File: src/rtl/sensor_chain_scanner.sv
// Scans a 74HC165-style PISO sensor chain, debounces whole scan words and reports changes to the CPU.
// Latency: trigger to data_valid is (NUM_BITS+1)*2*CLK_DIV+1 clk cycles (load + NUM_BITS slots + DONE).
// Backpressure: none; start/periodic triggers arriving while busy are dropped, outputs are pulses and levels.
module sensor_chain_scanner #(
    parameter int NUM_BITS    = 32,
    parameter int CLK_DIV     = 4,
    parameter int SCAN_PERIOD = 8000,
    parameter int DEBOUNCE    = 2,
    parameter int INVERT      = 0
) (
    input  logic                clk,
    input  logic                reset_n,
    input  logic                enable,
    input  logic                start,
    input  logic                in_val,
    output logic                sr_clk,
    output logic                pl_n,
    output logic [NUM_BITS-1:0] sensor_data,
    output logic [NUM_BITS-1:0] changed,
    output logic                data_valid,
    output logic                data_changed,
    output logic                busy
);

    // Cycles per LOAD phase / per SHIFT slot (one full sr_clk period).
    localparam int PHASES = 2 * CLK_DIV;
    localparam int PW     = (PHASES > 1) ? $clog2(PHASES) : 1;
    localparam int IW     = (NUM_BITS > 1) ? $clog2(NUM_BITS) : 1;
    localparam int PCW    = (SCAN_PERIOD > 1) ? $clog2(SCAN_PERIOD) : 1;
    localparam int SW     = $clog2(DEBOUNCE + 1);

    localparam logic [PW-1:0]  PHASE_LAST     = PW'(PHASES - 1);
    localparam logic [PW-1:0]  PHASE_LOW_LAST = PW'(CLK_DIV - 1);
    localparam logic [PW-1:0]  PHASE_HIGH     = PW'(CLK_DIV);
    localparam logic [IW-1:0]  LAST_BIT       = IW'(NUM_BITS - 1);
    localparam logic [PCW-1:0] PERIOD_LAST    = PCW'(SCAN_PERIOD - 1);
    localparam logic [SW-1:0]  DEB_MAX        = SW'(DEBOUNCE);
    localparam logic           INV_BIT        = (INVERT != 0);

    typedef enum logic [1:0] {
        IDLE  = 2'd0,
        LOAD  = 2'd1,
        SHIFT = 2'd2,
        DONE  = 2'd3
    } state_t;

    state_t state_q;
    state_t state_d;

    logic [PW-1:0]       phase_q;
    logic [PW-1:0]       phase_d;
    logic [IW-1:0]       bit_q;
    logic [IW-1:0]       bit_d;
    logic [PCW-1:0]      period_q;
    logic [PCW-1:0]      period_d;
    logic [NUM_BITS-1:0] raw_q;
    logic [NUM_BITS-1:0] raw_d;
    logic [NUM_BITS-1:0] cand_q;
    logic [NUM_BITS-1:0] cand_next;
    logic [SW-1:0]       stable_q;
    logic [SW-1:0]       stable_next;

    logic trigger;
    logic scan_start;
    logic slot_end;
    logic sample_now;
    logic done_entry;
    logic do_update;

    logic sr_clk_d;
    logic pl_n_d;
    logic data_valid_d;
    logic data_changed_d;

    // A start pulse and a periodic tick in the same cycle collapse into one scan.
    assign trigger    = start || (enable && (period_q == PERIOD_LAST));
    assign scan_start = (state_q == IDLE) && trigger;
    assign slot_end   = (phase_q == PHASE_LAST);
    // Sample on the last low-half cycle so the bit is captured just before the chain shifts.
    assign sample_now = (state_q == SHIFT) && (phase_q == PHASE_LOW_LAST);
    // Debounce results are registered on the edge into DONE so they are visible during DONE.
    assign done_entry = (state_q == SHIFT) && slot_end && (bit_q == LAST_BIT);
    assign busy       = (state_q != IDLE);

    // State register.
    always_ff @(posedge clk or negedge reset_n) begin
        if (!reset_n) begin
            state_q <= IDLE;
        end else begin
            state_q <= state_d;
        end
    end

    // Next-state logic: IDLE -> LOAD -> SHIFT (NUM_BITS slots) -> DONE -> IDLE.
    always_comb begin
        state_d = state_q;
        unique case (state_q)
            IDLE:    if (trigger) state_d = LOAD;
            LOAD:    if (slot_end) state_d = SHIFT;
            SHIFT:   if (slot_end && (bit_q == LAST_BIT)) state_d = DONE;
            DONE:    state_d = IDLE;
            default: state_d = IDLE;
        endcase
    end

    // Phase, bit-index and period counters plus the raw shift capture.
    always_comb begin
        phase_d = '0;
        if ((state_q == LOAD) || (state_q == SHIFT)) begin
            phase_d = slot_end ? '0 : (phase_q + PW'(1));
        end

        bit_d = bit_q;
        if (state_q != SHIFT) begin
            bit_d = '0;
        end else if (slot_end) begin
            bit_d = bit_q + IW'(1);
        end

        period_d = period_q;
        if (scan_start) begin
            period_d = '0;
        end else if (enable) begin
            period_d = (period_q == PERIOD_LAST) ? '0 : (period_q + PCW'(1));
        end

        raw_d = raw_q;
        if (sample_now) begin
            for (int i = 0; i < NUM_BITS; i++) begin
                if (bit_q == IW'(i)) begin
                    raw_d[i] = in_val ^ INV_BIT;
                end
            end
        end
    end

    // Debounce evaluation of the completed raw word against the current candidate.
    always_comb begin
        cand_next   = cand_q;
        stable_next = stable_q;
        if (raw_q != cand_q) begin
            cand_next   = raw_q;
            stable_next = SW'(1);
        end else if (stable_q != DEB_MAX) begin
            stable_next = stable_q + SW'(1);
        end
        do_update = (stable_next == DEB_MAX) && (cand_next != sensor_data);
    end

    // Output logic: next values of the registered chain strobes and CPU pulses.
    always_comb begin
        sr_clk_d       = (state_d == SHIFT) && (phase_d >= PHASE_HIGH);
        pl_n_d         = (state_d != LOAD);
        data_valid_d   = done_entry;
        data_changed_d = done_entry && do_update;
    end

    // Datapath registers and registered outputs; everything clears asynchronously on reset.
    always_ff @(posedge clk or negedge reset_n) begin
        if (!reset_n) begin
            phase_q      <= '0;
            bit_q        <= '0;
            period_q     <= '0;
            raw_q        <= '0;
            cand_q       <= '0;
            stable_q     <= '0;
            sensor_data  <= '0;
            changed      <= '0;
            sr_clk       <= 1'b0;
            pl_n         <= 1'b1;
            data_valid   <= 1'b0;
            data_changed <= 1'b0;
        end else begin
            phase_q      <= phase_d;
            bit_q        <= bit_d;
            period_q     <= period_d;
            raw_q        <= raw_d;
            sr_clk       <= sr_clk_d;
            pl_n         <= pl_n_d;
            data_valid   <= data_valid_d;
            data_changed <= data_changed_d;
            if (done_entry) begin
                cand_q   <= cand_next;
                stable_q <= stable_next;
                if (do_update) begin
                    sensor_data <= cand_next;
                    changed     <= cand_next ^ sensor_data;
                end
            end
        end
    end

endmodule

File: config.mk
export PLATFORM = sky130hd
export DESIGN_NAME = sensor_chain_scanner
export DESIGN_NICKNAME = d
export VERILOG_FILES = /design/src/rtl/sensor_chain_scanner.sv
export SDC_FILE = /design/constraint.sdc
export NUM_CORES = 1
export LEC_CHECK = 0
export ABC_CLOCK_PERIOD_IN_PS = 2680
export BUFFER_PORTS_ARGS = -buffer_cell sky130_fd_sc_hd__buf_4
export CORE_ASPECT_RATIO = 1.4
export CORE_MARGIN = 2
export CORE_UTILIZATION = 50
export CTS_BUF_LIST = sky130_fd_sc_hd__clkbuf_2
export DETAILED_ROUTE_END_ITERATION = 8
export HOLD_SLACK_MARGIN = 0.12
export MAX_ROUTING_LAYER = met4
export PLACE_DENSITY = 0.69
export SYNTH_ARGS = -nofsm -noshare
export SYNTH_HDL_FRONTEND = slang
export SYNTH_SLANG_ARGS = --single-unit
File: constraint.sdc
create_clock -name clk -period 2.68 [get_ports clk]
set_input_delay 0.134 -clock clk [delete_from_list [all_inputs] [get_ports clk]]
set_output_delay 0.134 -clock clk [all_outputs]
set_load 0.01 [all_outputs]
==> results.json <==
{
  "status": "finished clean",
  "path_clk_slew_ns": 0.22,
  "grt_pass1_vias": 4992,
  "chipWidth_um": 107,
  "relSlewSlack_pct": 41.4,
  "min_from": "start",
  "dieHeight_um": 148,
  "syn_to_final_growth_pct": 14.6,
  "crit_path_end_kind": "flip-flop",
  "final_layout_size_suffix_gt1_share_pct": 30.5,
  "start_util_pct": 51.2,
  "drt_iter0_drc": 298,
  "synthTopCellsByArea": "dfrtp_1 (53%), mux2_4 (9.9%), xor2_1 (7.8%)",
  "pre_cts_ws_ns": 0.103,
  "vias": 4858,
  "insertion_delay_ns": 0.78,
  "cp.required_ns": 3.37,
  "crit_arrival_ns": 3.29,
  "post-dp-hpwl_um": 11900,
  "cts_buffers": 17,
  "ant_nets": 0,
  "final_max_slew_viol_count": 0,
  "grt_use_total_pct": 23.1,
  "rsz0062_at_grt": "false",
  "synth_edf_count": 0,
  "r2r_start": "raw_q[6]",
  "clk_path_buf_depth": 2,
  "coreArea_mm2": 0.0144,
  "synth_top_cell_by_area": "dfrtp_1",
  "final_hold_viol_count": 0,
  "setup_viol": 0,
  "first_pass_iters": 7,
  "post_cts_buffers": 0,
  "synth-seq-cells": 157,
  "wire_per_inst_um": 18.3,
  "r2r_slack_ns": 0.08,
  "timing.final.ws_setup_ns": 0.0846,
  "wl_um": 16800,
  "cts_resized": 0,
  "synth_top_area_share_pct": 52.7,
  "yosysWarnings": 0,
  "gp_congestion": 0.851,
  "path_class": "reg -> reg",
  "fmax_ghz": 0.385,
  "finalSetupTns_ns": 0,
  "cts_tree": "yes",
  "finClkSkew_ns": 0.0371,
  "die-area_mm2": 0.0158,
  "leakagePower_nw": 4.44,
  "async_flop_share_pct": 100,
  "powerDensity_mw_per_mm2": 503,
  "worstMarginPinSlew_ns": 0.879,
  "period_share_pct": 96.8,
  "reg2reg_to": "changed[30]",
  "yosysUniqueCellTypes": 41,
  "gr-total-overflow": 0,
  "final_util_pct": 58.7,
  "start_kind": "flip-flop",
  "viasPerCell": 5.29,
  "syn_area_mm2": 0.00740,
  "antenna_found_initial": 1,
  "rows": 52,
  "max-vdd-ir-drop_mv": 0.378,
  "htreeDepth": 4,
  "finalCriticalPeriod_ns": 2.60,
  "regArea_mm2": 0.00393,
  "ff2ff_path_depth": 7,
  "cts_root_buffer": "clkbuf_2",
  "ys.flop_type": "dfrtp_1",
  "maxCapViolCount": 0,
  "synth_top_cells_by_count": "dfrtp_1 (156), nand2_1 (128), xor2_1 (66)",
  "syn_nets": 643,
  "io-pin-count": 74,
  "grt_pass1_wl_um": 26900,
  "numPortBuffers": 73,
  "synth.most_common_cell": "dfrtp_1",
  "hold_class": "in -> reg",
  "fillers": 1206,
  "nets": 736,
  "multi_input_area_mm2": 0.00324,
  "holdPathStages": 4,
  "synth-seq-area-share_pct": 53.1,
  "whs_endpoint": "state_q[1]",
  "drc_errors": 0,
  "crit_fanout": 30,
  "cts_sinks": 157,
  "cts_hold_buf": 8,
  "synthCells": 623,
  "grt_max_degree": 66,
  "synth.avg_cell_area_um2": 11.9
}
kinds of logic after synthesis:
kind of cell,share of synthesized area [%]
buffers and inverters,3.18
DFF,53.1
and+or+nand+nor,12.8
adders and majority gates,2.54
muxes,17.4
AOI/OAI and AO/OA,2.94
xor gates and xnor gates,8.05
registers in the layout, indices dropped and copies added (netlist names):
| name | count |
|---|---|
| period_q | 13 |
| phase_q | 3 |
| data_valid | 1 |
| cand_q | 32 |
| state_q | 2 |
| sensor_data | 32 |
| stable_q | 2 |
| data_changed | 1 |
| bit_q | 5 |
| sr_clk | 1 |
| changed | 32 |
| pl_n | 1 |
| raw_q | 32 |
per-stage QoR:
step	hold WS, ns	cell area, um^2	instances	power, mW
floorplan	-0.162	7400	623	2.82
global placement	0.185	8140	878	2.97
detailed placement	0.188	8140	878	3.00
CTS	0.188	8480	918	4.31
global route	0.192	8480	919	4.48
finish	0.231	8480	919	4.26
report_power, final:
group	switching, mW	internal (mW)
Sequential	0.0764	2.46
Combinational	0.257	0.171
Clock	0.866	0.436
worst max-delay path by stage:
stage	startpoint	endpoint	slack, ns	depth (start not counted)
2_1_floorplan	bit_q[0]	changed[0]	0.42	9
3_3_place_gp	raw_q[6]	changed[30]	0.06	7
3_5_place_dp	raw_q[6]	changed[30]	0.10	7
4_1_cts	raw_q[6]	changed[30]	0.05	7
5_1_grt	raw_q[6]	changed[30]	0.05	7
6_report	raw_q[6]	changed[30]	0.08	7
per-layer routing:
metal	up-vias	track usage [%]	wire (um)
met5	-	-	0
met2	122	38.0	8470
met4	0	8.18	531
met1	2413	28.3	7160
li1	2292	-	-
met3	31	4.98	632
cells in the final DEF (no fill, tap or decap), types with 2 or more instances in the layout:
cell / synthesis / routed
nand2_1: 128 / 128
xor2_1: 66 / 66
xnor2_1: 2 / 2
bufinv_16: 0 / 2
mux2_2: 47 / 47
dfrtp_1: 156 / 156
a31oi_1: 2 / 2
o31ai_1: 3 / 3
nand4_1: 8 / 8
a21oi_1: 4 / 4
clkbuf_2: 0 / 19
o21ai_0: 16 / 16
mux2_4: 49 / 49
buf_4: 1 / 86
nand2b_1: 3 / 3
ha_1: 15 / 15
o41ai_1: 2 / 2
nor4_1: 17 / 17
mux2i_1: 2 / 2
nor2_1: 26 / 26
inv_1: 11 / 11
nand3_1: 11 / 11
clkinvlp_4: 0 / 6
nor2b_1: 3 / 3
clkinv_1: 1 / 2
buf_12: 6 / 2
dlygate4sd3_1: 0 / 7
inv_6: 0 / 3
nor3_1: 7 / 7
and3_1: 4 / 4
and2_1: 4 / 4
a22o_1: 2 / 2
worst max-delay path: stages, from the launching register on:
cell and delay (ns):
dfrtp_1 0.50, xor2_1 0.24, nor4_1 0.46, nand4_1 0.21
nor2_2 0.20, o2111a_2 0.29, buf_12 0.25, mux2_2 0.37
layout make-up:
class | instances | share of cell area [%]
Timing Repair Buffer | 97 | 9.37
Clock buffer | 19 | 1.12
Sequential cell | 157 | 46.3
Tap cell | 189 | 2.79
Multi-Input combinational cell | 431 | 38.2
Antenna cell | 1 | 0.0295
Clock inverter | 13 | 1.65
Inverter | 12 | 0.531
Power figures use the tool's default switching activity.
